--- src/rtl/cpu_trace_tx_if.sv ---
// Byte-stream port between the trace transmitter and its sink.
// master drives tx_data/tx_valid and samples tx_ready; slave is the mirror.
interface cpu_trace_tx_if;
   logic [7:0] tx_data;
   logic       tx_valid;
   logic       tx_ready;

   modport master (
      output tx_data,
      output tx_valid,
      input  tx_ready
   );

   modport slave (
      input  tx_data,
      input  tx_valid,
      output tx_ready
   );
endinterface

--- src/rtl/cpu_trace_tx.sv ---
// Trace transmitter: on a retire it freezes the CPU and streams one frame
// (sync, seq, pc, inst, r0..rN-1, words big-endian) over a valid/ready byte port.
// Ports: clk_in, reset (async, active-high); retire/pc/inst from the CPU;
// rf_addr/rf_rdata to a combinational-read regfile; halt freezes the CPU;
// tx (master) carries the byte stream; drop_cnt counts retires ignored while busy.
module cpu_trace_tx #(
   parameter int         NUM_REGS  = 32,
   parameter logic [7:0] SYNC_BYTE = 8'hA5
) (
   input  logic        clk_in,
   input  logic        reset,
   input  logic        retire,
   input  logic [31:0] pc,
   input  logic [31:0] inst,
   output logic [4:0]  rf_addr,
   input  logic [31:0] rf_rdata,
   output logic        halt,
   cpu_trace_tx_if.master tx,
   output logic [7:0]  drop_cnt
);

   typedef enum logic [2:0] {
      S_IDLE,
      S_HDR,
      S_SEQ,
      S_PC,
      S_INST,
      S_REGS
   } state_t;

   state_t      r_state;
   state_t      w_next;
   logic [31:0] r_word;
   logic [31:0] r_pc;
   logic [31:0] r_inst;
   logic [1:0]  r_byte;
   logic [4:0]  r_idx;
   logic [4:0]  r_addr;
   logic [7:0]  r_seq;
   logic [7:0]  r_drop;

   logic w_xfer;
   logic w_wlast;
   logic w_rlast;
   logic w_start;
   logic w_ld_seq;
   logic w_ld_pc;
   logic w_ld_inst;
   logic w_ld_rf;
   logic w_shift;
   logic w_done;

   // Valid and halt are both "a frame is in flight", so an async reset
   // to IDLE clears them immediately.
   assign tx.tx_valid = (r_state != S_IDLE);
   assign halt        = (r_state != S_IDLE);
   assign tx.tx_data  = r_word[31:24];
   assign rf_addr     = r_addr;
   assign drop_cnt    = r_drop;

   assign w_xfer  = tx.tx_valid & tx.tx_ready;
   assign w_wlast = (r_byte == 2'd3);
   assign w_rlast = (r_idx == 5'(NUM_REGS - 1));
   assign w_start = retire & (r_state == S_IDLE);

   always_ff @(posedge clk_in or posedge reset) begin
      if (reset) begin
         r_state <= S_IDLE;
      end else begin
         r_state <= w_next;
      end
   end

   always_comb begin
      w_next    = r_state;
      w_ld_seq  = 1'b0;
      w_ld_pc   = 1'b0;
      w_ld_inst = 1'b0;
      w_ld_rf   = 1'b0;
      w_shift   = 1'b0;
      w_done    = 1'b0;
      unique case (r_state)
         S_IDLE: begin
            if (retire) begin
               w_next = S_HDR;
            end
         end
         S_HDR: begin
            if (w_xfer) begin
               w_next   = S_SEQ;
               w_ld_seq = 1'b1;
            end
         end
         S_SEQ: begin
            if (w_xfer) begin
               w_next  = S_PC;
               w_ld_pc = 1'b1;
            end
         end
         S_PC: begin
            if (w_xfer) begin
               if (w_wlast) begin
                  w_next    = S_INST;
                  w_ld_inst = 1'b1;
               end else begin
                  w_shift = 1'b1;
               end
            end
         end
         S_INST: begin
            if (w_xfer) begin
               if (w_wlast) begin
                  w_next  = S_REGS;
                  w_ld_rf = 1'b1;
               end else begin
                  w_shift = 1'b1;
               end
            end
         end
         S_REGS: begin
            if (w_xfer) begin
               if (w_wlast && w_rlast) begin
                  w_next = S_IDLE;
                  w_done = 1'b1;
               end else if (w_wlast) begin
                  w_ld_rf = 1'b1;
               end else begin
                  w_shift = 1'b1;
               end
            end
         end
         default: begin
            w_next = S_IDLE;
         end
      endcase
   end

   always_ff @(posedge clk_in or posedge reset) begin
      if (reset) begin
         r_word <= 32'h0;
         r_pc   <= 32'h0;
         r_inst <= 32'h0;
         r_byte <= 2'd0;
         r_idx  <= 5'd0;
         r_addr <= 5'd0;
         r_seq  <= 8'h00;
      end else begin
         if (w_start) begin
            r_pc   <= pc;
            r_inst <= inst;
            r_word <= {SYNC_BYTE, 24'h0};
            r_byte <= 2'd0;
            r_idx  <= 5'd0;
            r_addr <= 5'd0;
         end
         if (w_ld_seq) begin
            r_word <= {r_seq, 24'h0};
         end
         if (w_ld_pc) begin
            r_word <= r_pc;
            r_byte <= 2'd0;
         end
         if (w_shift) begin
            r_word <= {r_word[23:0], 8'h00};
            r_byte <= r_byte + 2'd1;
         end
         if (w_ld_inst) begin
            r_word <= r_inst;
            r_byte <= 2'd0;
         end
         // rf_addr already points at the next register to send; the
         // word index only advances for loads made inside REGS.
         if (w_ld_rf) begin
            r_word <= rf_rdata;
            r_byte <= 2'd0;
            r_addr <= r_addr + 5'd1;
            if (r_state == S_REGS) begin
               r_idx <= r_idx + 5'd1;
            end
         end
         if (w_done) begin
            r_word <= 32'h0;
            r_byte <= 2'd0;
            r_idx  <= 5'd0;
            r_addr <= 5'd0;
            r_seq  <= r_seq + 8'd1;
         end
      end
   end

   always_ff @(posedge clk_in or posedge reset) begin
      if (reset) begin
         r_drop <= 8'h00;
      end else if (retire && (r_state != S_IDLE) && (r_drop != 8'hFF)) begin
         r_drop <= r_drop + 8'd1;
      end
   end

endmodule

--- src/flat_wrapper.sv ---
// flat-port wrapper written by rule: the top's interface ports become plain ports
module cpu_trace_tx_flat 
#(
   parameter int         NUM_REGS  = 32,
   parameter logic [7:0] SYNC_BYTE = 8'hA5
)
  (clk_in, reset, retire, pc, inst, rf_addr, rf_rdata, halt, drop_cnt, tx_tx_data, tx_tx_valid, tx_tx_ready);
  cpu_trace_tx_if tx_i ();
  input  logic clk_in;
  input  logic reset;
  input  logic retire;
  input  logic [31:0] pc;
  input  logic [31:0] inst;
  output logic [4:0] rf_addr;
  input  logic [31:0] rf_rdata;
  output logic halt;
  output logic [7:0] drop_cnt;
  output wire logic [$bits(tx_i.tx_data)-1:0] tx_tx_data;
  output wire logic [$bits(tx_i.tx_valid)-1:0] tx_tx_valid;
  input wire logic [$bits(tx_i.tx_ready)-1:0] tx_tx_ready;
  assign tx_tx_data = tx_i.tx_data;
  assign tx_tx_valid = tx_i.tx_valid;
  assign tx_i.tx_ready = tx_tx_ready;
  cpu_trace_tx #(.NUM_REGS(NUM_REGS), .SYNC_BYTE(SYNC_BYTE)) u_core (.clk_in(clk_in), .reset(reset), .retire(retire), .pc(pc), .inst(inst), .rf_addr(rf_addr), .rf_rdata(rf_rdata), .halt(halt), .tx(tx_i), .drop_cnt(drop_cnt));
endmodule
--- config.mk ---
export PLATFORM = sky130hd
export DESIGN_NAME = cpu_trace_tx_flat
export DESIGN_NICKNAME = d
export VERILOG_FILES = /design/src/rtl/cpu_trace_tx_if.sv /design/src/rtl/cpu_trace_tx.sv /design/src/flat_wrapper.sv
export SDC_FILE = /design/constraint.sdc
export NUM_CORES = 1
export LEC_CHECK = 0
export ABC_CLOCK_PERIOD_IN_PS = 5800
export BUFFER_PORTS_ARGS = -buffer_cell sky130_fd_sc_hd__buf_2
export CAP_MARGIN = 20
export CORE_MARGIN = 1.5
export CORE_UTILIZATION = 55
export DETAILED_ROUTE_END_ITERATION = 6
export PLACE_DENSITY = 0.89
export SLEW_MARGIN = 20
export SYNTH_ARGS = -nofsm -noshare
export SYNTH_HDL_FRONTEND = slang
export SYNTH_SLANG_ARGS = --single-unit
--- constraint.sdc ---
create_clock -name clk_in -period 5.8 [get_ports clk_in]
set_input_delay 0.87 -clock clk_in [delete_from_list [all_inputs] [get_ports clk_in]]
set_output_delay 0.87 -clock clk_in [all_outputs]
set_load 0.1 [all_outputs]
# Word-level counts from Yosys, hierarchy flattened

Index checks and enable logic that the tools add are counted.

Register bits: 127
Input port bits: 100
Output and inout port bits: 23

Add/sub/neg operators: 5
Equal/unequal tests: 17
Muxes and demuxes: 47
Bitwise operators: 2
Reductions and logical operators: 10

Operator list:

| cell                                                                     | count |
|---|---|
| 32-bit two-way mux                                                       | 7 |
| 5-bit two-way mux                                                        | 7 |
| 3-bit two-way mux                                                        | 9 |
| 3-bit one-hot mux with 6 select lines                                    | 1 |
| 8-bit by 1-bit adder with 8-bit output (second input constant)           | 2 |
| 2-bit by 1-bit inequality test with 1-bit output (second input constant) | 8 |
| 1-bit two-way mux                                                        | 15 |
| 2-bit two-way mux                                                        | 6 |
| 5-bit by 1-bit adder with 5-bit output (second input constant)           | 2 |
| 9-bit AND reduction                                                      | 1 |
| 8-bit inequality test (second input constant)                            | 1 |
| 7-bit nonzero test                                                       | 1 |
| 3-bit by 2-bit equality test with 1-bit output (second input constant)   | 2 |
| 3-bit equality test (second input constant)                              | 2 |
| 3-bit nonzero test                                                       | 2 |
| 6-bit nonzero test                                                       | 1 |
| 5-bit equality test (second input constant)                              | 1 |
| 1-bit one-hot mux with 2 select lines                                    | 2 |
| 3-bit by 1-bit equality test with 1-bit output (second input constant)   | 1 |
| 1-bit logical AND                                                        | 3 |
| 3-bit zero test                                                          | 1 |
| 2-bit by 1-bit adder with 2-bit output (second input constant)           | 1 |
| 1-bit bitwise AND                                                        | 2 |
| 2-bit equality test (second input constant)                              | 1 |
| other kinds (2)                                                          | 2 |

# Depth between registers and ports, before layout

Gate-level depths: netlist (run 1).

Depth after elaboration: 10
Depth in mapped cells: 10
Mapped depth without buffers: 8

# Worst setup path after synthesis (run 1)

OpenSTA, ideal clock, no wires.

Kind: reg2out
Start point: register u_core.r_state[1]
End point: output port tx_tx_valid
Data arrival time: 1.746 ns
Required time: 4.930 ns
Setup slack: 3.184 ns
Cell stages (with the launch flop): 6
Path through: dfrtp_1 > buf_2 > buf_2 > nor3_1 > inv_1 > buf_4

Longest elaborated chain between the ends: 1

Ends and longest elaborated chain:

| what                   | line               | RTL |
|---|---|---|
| from (decl)            | cpu_trace_tx.sv:31 | `state_t r_state;` |
| from (signal assigned) | cpu_trace_tx.sv:70 | `r_state <= w_next;` |
| 3-bit nonzero test     | -                  |  |
| to (decl)              | flat_wrapper.sv:19 | `output wire logic [$bits(tx_i.tx_valid)-1:0] tx_tx_valid;` |

No other way between the ends.

# Worst setup path after layout (run 1)

Start point: register u_core.r_state[1]
End point: register u_core.r_word[30]

Longest elaborated chain between the ends: 10
Elaborated cells on any way between the ends: 29

Ends and longest elaborated chain:

| what                 | line                                   | RTL |
|---|---|---|
| 3-bit nonzero test   | cpu_trace_tx.sv:55                     | `assign tx.tx_valid = (r_state != S_IDLE);` |
| 1-bit bitwise AND    | cpu_trace_tx.sv:61                     | `assign w_xfer = tx.tx_valid & tx.tx_ready;` |
| 1-bit two-way mux    | cpu_trace_tx.sv:89, cpu_trace_tx.sv:95 |  |
| 1-bit two-way mux    | cpu_trace_tx.sv:82                     | `unique case (r_state)` |
| 32-bit two-way mux   | cpu_trace_tx.sv:156                    | `if (w_ld_seq) begin` |
| 32-bit two-way mux   | cpu_trace_tx.sv:159                    | `if (w_ld_pc) begin` |
| 32-bit two-way mux   | cpu_trace_tx.sv:163                    | `if (w_shift) begin` |
| 32-bit two-way mux   | cpu_trace_tx.sv:167                    | `if (w_ld_inst) begin` |
| 32-bit two-way mux   | cpu_trace_tx.sv:173                    | `if (w_ld_rf) begin` |
| 32-bit two-way mux   | cpu_trace_tx.sv:181                    | `if (w_done) begin` |
| to (signal assigned) | cpu_trace_tx.sv:164                    | `r_word <= {r_word[23:0], 8'h00};` |
| to (signal assigned) | cpu_trace_tx.sv:168                    | `r_word <= r_inst;` |
| to (signal assigned) | cpu_trace_tx.sv:174                    | `r_word <= rf_rdata;` |
| to (decl)            | cpu_trace_tx.sv:33                     | `logic [31:0] r_word;` |

Parallel ways exist; a longest one is shown, timed or not.
A chain may end at the register's enable or synchronous reset.

==> results of run 1 <==
-- sequential cells by signal (all words and copies together) (netlist names) --
register	count
u_core.r_inst	32
u_core.rf_addr	5
u_core.r_state	3
u_core.r_byte	2
u_core.r_idx	5
u_core.r_pc	32
u_core.r_seq	8
u_core.drop_cnt	8
u_core.r_word	32
-- placed cells by master (no fill, tap or decap), types with 9 or more instances in the layout --
cell type	n
nor2b_1	9
a21oi_1	28
nand2_1	243
a22o_1	13
a221o_1	16
dfrtp_1	127
nor2_1	20
o21ai_0	23
o21ai_1	18
nor3_1	9
xnor2_1	9
clkbuf_16	16
buf_2	122
a222oi_1	12
nand3_1	10
-- cells by family (layout without fill, tap and decap cells) --
logic type	count (synthesis)	after routing	synth area share, %
buf+inv	58	162	5.93
xor+xnor	16	16	2.31
fa+ha+maj	7	7	1.44
flops	127	127	52.3
compound gates	134	134	15.4
simple gates	319	319	22.3
mux	2	2	0.350
-- power by group --
part / switching, uW / internal [uW]
Combinational: 894 / 379
Sequential: 256 / 1200
Clock: 401 / 665
Total: 1550 / 2250
-- layer usage --
metal / vias to the layer above / wire length, um / GRT usage, %
met2: 272 / 7590 / 46.0
li1: 2456 / - / -
met3: 42 / 1170 / 6.33
met4: 0 / 465 / 12.5
met5: - / 0 / 0
met1: 2558 / 6190 / 36.1
-- cell type report --
class / count / area share [%]
Clock buffer: 18 / 5.99
Clock inverter: 14 / 2.31
Inverter: 5 / 0.298
Multi-Input combinational cell: 478 / 35.6
Sequential cell: 127 / 44.5
Tap cell: 140 / 2.45
Timing Repair Buffer: 125 / 8.86
-- synth_stat cells, types with 4 or more instances --
master / instances
buf_4: 12
nor2_1: 20
a21oi_1: 28
and3_1: 4
ha_1: 7
dfrtp_1: 127
o21ai_0: 23
a221o_1: 16
nor3_1: 9
clkbuf_1: 13
nor2b_1: 9
nand4_1: 7
nand2_1: 244
buf_6: 10
o22ai_1: 4
nand3_1: 10
o21ai_1: 18
buf_2: 18
xnor2_1: 9
a222oi_1: 12
nand2b_1: 4
a22o_1: 13
xor2_1: 7
o221ai_1: 4
-- final timing paths --
| check | start | endpoint | slack (ps) | cells after the start |
|---|---|---|---|---|
| min | u_core.r_pc[20]$_DFFE_PP0P_ | u_core.r_pc[20]$_DFFE_PP0P_ | 480 | 2 |
| max reg2reg | u_core.r_state[1]$_DFFE_PP0P_ | u_core.r_word[30]$_DFFE_PP0P_ | 2910 | 5 |
| max | u_core.r_state[1]$_DFFE_PP0P_ | u_core.r_word[30]$_DFFE_PP0P_ | 2910 | 5 |
| min reg2reg | u_core.r_pc[20]$_DFFE_PP0P_ | u_core.r_pc[20]$_DFFE_PP0P_ | 480 | 2 |
| max in group asynchronous | reset | u_core.r_pc[10]$_DFFE_PP0P_ | 4040 | 3 |
| min in group asynchronous | reset | u_core.r_pc[6]$_DFFE_PP0P_ | 560 | 2 |
-- critical path: stages, from the launching register on --
cell      delay [ps]
dfrtp_1          690
nand2b_1         290
nor3_4           880
nor2_1           240
a21oi_2          500
a22o_1           220
-- stage by stage --
stage,instance area [um^2],cells,utilization [%],setup slack [ps]
2_1_floorplan,6070,663,-,1550
3_3_place_gp,6550,875,60.7,2930
3_5_place_dp,6550,875,60.7,2850
4_1_cts,7140,907,66.2,2940
5_1_grt,7140,907,66.2,2570
6_report,7140,907,66.2,2910
==> key figures, run 1 <==
Finish
  • Register cell area after layout: around 3200 um^2
  • Share of layout cells above drive strength 1: 22.0%
  • Fillers: 807
  • Multi-input gate area in the final layout: between 2000 and 3000 um^2
  • Ant diodes: 0
  • Nets: 861
  • Synth-to-Final Area Change: 17.6%

GRT
  • Gr usage total: 28.2%
  • Number of global-route vias before repair: between 5000 and 6000
  • First-pass GRT wire length: around 25 mm
  • Largest net degree at the start of global routing: 80
  • Initial antenna violation count: 0
  • Total grt overflow: 0

Floorplan
  • Total die area: roughly 12000 um^2
  • Row Count: 38
  • Starting Density: 56.3%
  • Total core area: between 10000 and 15000 um^2
  • # IOs: roughly 120
  • Die Y: ~110 um
  • Die W: between 100 and 150 um

Clock network
  • Htree depth: 4
  • Postcts setup bufs: 0
  • # resized after CTS: 0
  • Hold-fix buffers at CTS: 0
  • Clock root cell: clkbuf_8
  • TritonCTS Buffers: 17
  • CTS Sinks: ~130
  • Clock buffer depth: 2
  • Clock-pin slew on the worst setup and hold paths: approximately 60 ps
  • TritonCTS clock tree: built
  • Skew-Pair Late Insertion Delay: ~530 ps

Outcome
  • Outcome: completed

Detailed routing
  • Drt drc: 0
  • First-pass iteration count of the detailed router: 7
  • Via count: ~5300
  • Number of vias per cell: 5.87
  • DR WL/cell: between 15 and 20 um
  • Final wirelength: around 15 mm
  • Routed Antenna Nets: 0
  • Initial DRC count: a little under 600

Synth
  • Synth area leader: dfrtp_1
  • Top-area cell type share of the netlist area: a little over half
  • Syn avg cell area: approximately 9.2 um^2
  • Sequential share of the synthesized area: 52.3%
  • Synthesized cell area: approximately 6100 um^2
  • Most used DFF post-synth: dfrtp_1
  • YS warnings: 0
  • Distinct cells, synth: 50
  • Post-synth EDFFs: 0
  • Synth Instances: 663
  • Async S/R FF share, synth: 100%
  • Synth Register Bits: about 130
  • Syn Nets: 770
  • Synth area leaders: dfrtp_1 (52%), nand2_1 (15%), a221o_1 (2.6%)

Hold path
  • Worst min path class: flop to flop

Timing
  • RSZ-0062 raised after global routing: no
  • Tcrit/Tclk final: around half
  • Final setup fails: 0
  • Worst-margin pin slew: ~1100 ps
  • WHS: 476 ps
  • Final slew viol count: 0
  • Max_slew headroom: 27.5%
  • F_max: roughly 350 MHz
  • Hold Vio Cnt, Final: 0
  • Min Tclk post-route: just under 3000 ps
  • Worst Skew: 9.54 ps
  • Post-Route Setup TNS: 0 ps

Power
  • Pwr dens: 532 nW/um^2
  • Total design power: between 3000 and 4000 uW
  • Standby leakage power: 0.00366 uW
  • Max IR drop VDD: around 0.42 mV

Placement
  • IO buf count: about 120
  • Routability cong.: approximately 0.96
  • Hpwl dp: about 10 mm

Setup path
  • Peak fanout along the critical path: 26
  • Worst path required time: about 6300 ps
  • Startpoint Class: flop
  • Crit path kind: flop to flop
  • Worst Path Arrival: approximately 3300 ps
  • CP endpoint kind: flop

Run
  • Max Cap Violations: 0
Power figures use the tool's default switching activity.
==> inputs of run 2 (changes only) <==
--- a/config.mk
+++ b/config.mk
@@ -5,7 +5,7 @@
 export SDC_FILE = /design/constraint.sdc
 export NUM_CORES = 1
 export LEC_CHECK = 0
-export ABC_CLOCK_PERIOD_IN_PS = 5800
+export ABC_CLOCK_PERIOD_IN_PS = 2800
 export BUFFER_PORTS_ARGS = -buffer_cell sky130_fd_sc_hd__buf_2
 export CAP_MARGIN = 20
 export CORE_MARGIN = 1.5
==> constraint.sdc (replaced) <==
create_clock -name clk_in -period 2.8 [get_ports clk_in]
set_input_delay 0.42 -clock clk_in [delete_from_list [all_inputs] [get_ports clk_in]]
set_output_delay 0.42 -clock clk_in [all_outputs]
set_load 0.1 [all_outputs]
==> run 2 against run 1 <==
Largest cell class unchanged. Non-clock buffer count increased by 10. Critical path type unchanged. Core utilization increased by 1.0 points. Count of clock-buffer cells in the layout increased by 3. Sequential power increased by 100%. Via count decreased by 0.24%. Largest power group unchanged.
==> key figures, run 2 (same netlist as run 1, synthesis figures left out) <==
Outcome
  • Outcome: completed

Detailed routing
  • Drt drc: 0 (unchanged)
  • Final wirelength: 15.6 mm (+0.91%)
  • Via count: 5315 (-0.24%)
  • DR WL/cell: 17.0 um (-0.19%)
  • Initial DRC count: 607 (+4.5%)
  • Routed Antenna Nets: 0 (unchanged)
  • Number of vias per cell: 5.80 (-1.3%)
  • First-pass iteration count of the detailed router: 5 (-2)

Timing
  • Worst Skew: 6.37 ps (-3.17 ps)
  • RSZ-0062 raised after global routing: no
  • Max_slew headroom: 50.8% (+23 points)
  • F_max: 407 MHz (+18%)
  • Final slew viol count: 0 (unchanged)
  • Min Tclk post-route: 2460 ps (-438 ps)
  • Tcrit/Tclk final: 87.7% (+38 points)
  • Worst-margin pin slew: 736 ps (-348 ps)
  • Final setup fails: 0 (unchanged)
  • Post-Route Setup TNS: 0 ps (unchanged)
  • Hold Vio Cnt, Final: 0 (unchanged)

Setup path
  • CP endpoint kind: flop
  • Worst path required time: 3260 ps (-2990 ps)
  • Startpoint Class: flop
  • Crit path kind: flop to flop
  • Critical-path top delay cell: and2_4
  • Peak fanout along the critical path: 33 (+27%)
  • Worst Path Arrival: 2920 ps (-420 ps)
  • Slowest cell delay on critical path: 480 ps (-400 ps)
  • Crit-path cells: ha_1 > and4b_1 > and2_4 > nor2_1 > a21oi_2 > a22o_1

GRT
  • Total grt overflow: 0 (unchanged)
  • Gr usage total: 28.5% (+0.34 points)
  • Largest net degree at the start of global routing: 51 (-36%)
  • Initial antenna violation count: 0 (unchanged)
  • First-pass GRT wire length: 25.3 mm (+0.38%)
  • Number of global-route vias before repair: 5155 (+1.6%)

Clock network
  • Clock buffer depth: 2 (unchanged)
  • Skew-Pair Late Insertion Delay: 530 ps (about the same)
  • Clock root cell: clkbuf_8
  • CTS Sinks: 127 (unchanged)
  • Htree depth: 4 (unchanged)
  • TritonCTS Buffers: 17 (unchanged)
  • # resized after CTS: 0 (unchanged)
  • Clock-pin slew on the worst setup and hold paths: 60 ps (about the same)
  • Hold-fix buffers at CTS: 0 (unchanged)
  • Postcts setup bufs: 0 (unchanged)
  • TritonCTS clock tree: built

Floorplan
  • Total core area: 10800 um^2 (unchanged)
  • Die W: 108 um (unchanged)
  • Die Y: 108 um (unchanged)
  • Total die area: 11700 um^2 (unchanged)
  • Starting Density: 56.3% (unchanged)
  • Row Count: 38 (unchanged)
  • # IOs: 123 (unchanged)

Finish
  • Layout Cells excl Fill: 917 (+1.1%)
  • Commonest non-fill, non-tap cell in the layout: nand2_1
  • Finished Cell Area: 7250 um^2 (+1.5%)
  • Fillers: 813 (+0.74%)
  • Share of layout cells above drive strength 1: 23.0% (+1.0 points)
  • Largest regs: u_core.r_inst (32), u_core.r_pc (32), u_core.r_word (32)
  • Synth-to-Final Area Change: 19.4%
  • Ant diodes: 0 (unchanged)
  • Nets: 871 (+1.2%)
  • Most frequent cells in the layout: nand2_1 (243), dfrtp_1 (127), buf_2 (122), a21oi_1 (28), o21ai_0 (23)

Placement
  • Placed cell area: 6640 um^2 (+1.4%)
  • Post-placement cell count: 885 (+1.1%)
  • Routability cong.: 0.909 (-5.1%)
  • IO buf count: 122 (unchanged)
  • Hpwl dp: 10.5 mm (+4.6%)

Run
  • Max Cap Violations: 0 (unchanged)

Hold path
  • Worst min path class: input port to asynchronous set/reset pin

Power
  • Standby leakage power: 0.00371 uW (+1.2%)
  • Pwr dens: 1090 nW/um^2 (+110%)
  • Max IR drop VDD: 0.999 mV (+140%)
-- run 2: cell type report --
type	instances	area, um^2	area share (%)
timing repair buffer	135	721	9.94
clock inverter	11	155	2.14
sequential	127	3180	43.8
tap	140	175	2.42
inverter	5	22.5	0.311
multi-input combinational	478	2540	35.0
clock buffer	21	459	6.33
-- run 2: path summary, 6_finish.rpt --
| path | from | endpoint | slack [ps] | cells after the start |
|---|---|---|---|---|
| max reg2reg | u_core.r_byte[0]$_DFFE_PP0P_ | u_core.r_word[18]$_DFFE_PP0P_ | 340 | 6 |
| min reg2reg | u_core.r_pc[7]$_DFFE_PP0P_ | u_core.r_pc[7]$_DFFE_PP0P_ | 480 | 2 |
| max in group asynchronous | reset | u_core.r_inst[24]$_DFFE_PP0P_ | 2020 | 3 |
| min | reset | u_core.r_inst[6]$_DFFE_PP0P_ | 10 | 2 |
| min in group clk_in | pc[14] | u_core.r_pc[14]$_DFFE_PP0P_ | 80 | 3 |
| max | u_core.r_byte[0]$_DFFE_PP0P_ | u_core.r_word[18]$_DFFE_PP0P_ | 340 | 6 |
-- run 2: critical path: cells and delay by family (launching register included) --
kind	cells	cell delay, ps
DFF	1	400
adders and majority gates	1	290
AOI/OAI and AO/OA	2	620
and+or+nand+nor	3	1070
-- run 2: per-stage QoR --
step | hold slack (ps) | util [%] | power (uW) | setup WS, ps
after floorplan | 445 | - | 5110 | 536
after global placement | 458 | 61.5 | 5510 | 482
after detailed placement | 465 | 61.5 | 5640 | 295
after CTS | 25.1 | 67.2 | 7930 | 239
after global routing | 64.1 | 67.2 | 8350 | 139
final | 13.3 | 67.2 | 7940 | 344
-- run 2: metal layers --
layer  track usage, %  part of all wire [%]
met4             11.9                   2.4
met5                0                     0
met2             47.2                    49
met1             36.1                    41
met3             6.69                   7.6
-- run 2: where the power goes --
part	switching, uW	internal (uW)
Clock	813	1430
Sequential	505	2490
Combinational	1890	810
==> inputs of run 3 (changes only) <==
--- a/config.mk
+++ b/config.mk
@@ -12,6 +12,7 @@
 export CORE_UTILIZATION = 55
 export DETAILED_ROUTE_END_ITERATION = 6
 export PLACE_DENSITY = 0.89
+export REMOVE_ABC_BUFFERS = 1
 export SLEW_MARGIN = 20
 export SYNTH_ARGS = -nofsm -noshare
 export SYNTH_HDL_FRONTEND = slang
==> run 3 against run 2 <==
Via count rose by 2.2%. Die area did not move. Count of clock-buffer cells in the layout fell by 2. Setup slack improved by 66 ps. Non-clock buffer count rose by 2. Clock power barely moved.
==> key figures, run 3 (same netlist as run 1, synthesis figures left out) <==
Outcome
  • Outcome: completed

Timing
  • Final setup fails: 0 (unchanged)
  • Worst-margin pin slew: 665 ps (-71.1 ps)
  • Worst Skew: 10.1 ps (+3.74 ps)
  • RSZ-0062 raised after global routing: no
  • WHS: 63.2 ps (+49.9 ps)
  • Hold Vio Cnt, Final: 0 (unchanged)
  • Min Tclk post-route: 2390 ps (-65.7 ps)
  • Tcrit/Tclk final: 85.4% (-2.3 points)
  • Max_slew headroom: 55.7% (+4.8 points)
  • Post-route setup slack: 410 ps (+65.7 ps)
  • Final slew viol count: 0 (unchanged)
  • F_max: 418 MHz (+2.7%)

Setup path
  • Critical path origin: u_core.r_state[1]$_DFFE_PP0P_
  • Crit path kind: flop to flop
  • R2R Setup Slk: 410 ps (+70 ps)
  • CP endpoint kind: flop
  • Startpoint Class: flop
  • Worst path required time: 3220 ps (-40 ps)
  • CP endpoint: u_core.r_word[29]$_DFFE_PP0P_
  • Peak fanout along the critical path: 32 (-3.0%)
  • RR Endpoint: u_core.r_word[29]$_DFFE_PP0P_
  • Reg-to-Reg Start: u_core.r_state[1]$_DFFE_PP0P_
  • R2R cell count: 7 (+1)
  • Worst Path Arrival: 2810 ps (-110 ps)

Placement
  • IO buf count: 122 (unchanged)
  • Routability cong.: 0.815 (-10%)
  • Hpwl dp: 10.1 mm (-3.2%)
  • Placed cell area: 6660 um^2 (+0.40%)
  • Pre-CTS setup slack: 271 ps (-24.0 ps)

Clock network
  • Clock-pin slew on the worst setup and hold paths: 70 ps (about the same)
  • # resized after CTS: 0 (unchanged)
  • TritonCTS Buffers: 17 (unchanged)
  • Postcts setup bufs: 0 (unchanged)
  • Hold-fix buffers at CTS: 0 (unchanged)
  • Skew-Pair Late Insertion Delay: 520 ps (about the same)
  • CTS Sinks: 127 (unchanged)
  • TritonCTS clock tree: built
  • Htree depth: 4 (unchanged)
  • Clock buffer depth: 2 (unchanged)
  • Clock root cell: clkbuf_8

Hold path
  • Worst min path class: input port to asynchronous set/reset pin

GRT
  • First-pass GRT wire length: 25.5 mm (+0.87%)
  • Largest net degree at the start of global routing: 128 (+150%)
  • Number of global-route vias before repair: 5281 (+2.4%)
  • Gr usage total: 28.4% (-0.14 points)
  • Total grt overflow: 0 (unchanged)
  • Initial antenna violation count: 0 (unchanged)

Finish
  • Largest regs: u_core.r_inst (32), u_core.r_pc (32), u_core.r_word (32)
  • Commonest non-fill, non-tap cell in the layout: nand2_1
  • Core Util, Final: 67.4% (+0.19 points)
  • Most frequent cells in the layout: nand2_1 (243), dfrtp_1 (127), buf_2 (122), a21oi_1 (28), o21ai_0 (23)
  • Finished Cell Area: 7270 um^2 (+0.28%)
  • Share of layout cells above drive strength 1: 23.2% (+0.20 points)
  • Synth-to-Final Area Change: 19.7%
  • Nets: 873 (+0.23%)
  • Ant diodes: 0 (unchanged)

Detailed routing
  • Initial DRC count: 673 (+11%)
  • Final wirelength: 15.6 mm (+0.45%)
  • DR WL/cell: 17.0 um (+0.23%)
  • Routed Antenna Nets: 0 (unchanged)
  • Number of vias per cell: 5.91 (+2.0%)
  • First-pass iteration count of the detailed router: 5 (unchanged)
  • Via count: 5434 (+2.2%)
  • Drt drc: 0 (unchanged)

Floorplan
  • Die W: 108 um (unchanged)
  • # IOs: 123 (unchanged)
  • Starting Density: 56.3% (unchanged)
  • Die Y: 108 um (unchanged)
  • Total die area: 11700 um^2 (unchanged)
  • Row Count: 38 (unchanged)
  • Total core area: 10800 um^2 (unchanged)

Power
  • Total design power: 7950 uW (+0.13%)
  • Max IR drop VDD: 1.15 mV (+15%)
  • Standby leakage power: 0.00374 uW (+0.83%)
  • Pwr dens: 1090 nW/um^2 (-0.14%)

Run
  • Max Cap Violations: 0 (unchanged)
-- run 3: critical path: stages (launching register included) --
cell and delay, ps:
dfrtp_1 670, nand2b_1 310, nor3_4 270, buf_4 310, nor4_4 80, buf_4 260
nor2b_1 180, nor3_1 210
-- run 3: report_power, final --
| group | switching (uW) | internal (uW) | total (uW) |
|---|---|---|---|
| registers | 504 | 2490 | 2990 |
| clock network | 860 | 1400 | 2260 |
| logic | 1870 | 826 | 2700 |
| total | 3240 | 4720 | 7950 |
-- run 3: area by class of cell --
cell class	instances	area (um^2)
Clock inverter	13	176
Fill cell	790	3520
Clock buffer	19	432
Sequential cell	127	3180
Multi-Input combinational cell	478	2540
Inverter	5	21.3
Tap cell	140	175
Timing Repair Buffer	137	748
-- run 3: through the flow --
stage	cells	TNS (ps)
after floorplan	610	-127550
after global placement	887	0
after detailed placement	887	0
after CTS	919	0
after global routing	919	0
final	919	0
-- run 3: metal layers --
layer | GRT usage (%) | vias up | wire [um]
li1 | - | 2475 | -
met1 | 36.7 | 2634 | 6360
met2 | 45.7 | 292 | 7510
met3 | 7.41 | 33 | 1430
met4 | 11.7 | 0 | 327
met5 | 0 | - | 0
-- run 3: worst min path at each step --
stage | endpoint | slack [ps] | cells past startpoint
CTS | u_core.r_inst[3]$_DFFE_PP0P_ | 80 | 3
finish | u_core.r_pc[4]$_DFFE_PP0P_ | 60 | 3
floorplan | u_core.r_pc[0]$_DFFE_PP0P_ | 440 | 2
global placement | u_core.r_pc[10]$_DFFE_PP0P_ | 460 | 2
detailed placement | u_core.r_word[6]$_DFFE_PP0P_ | 460 | 2
global route | u_core.r_inst[16]$_DFFE_PP0P_ | 80 | 3
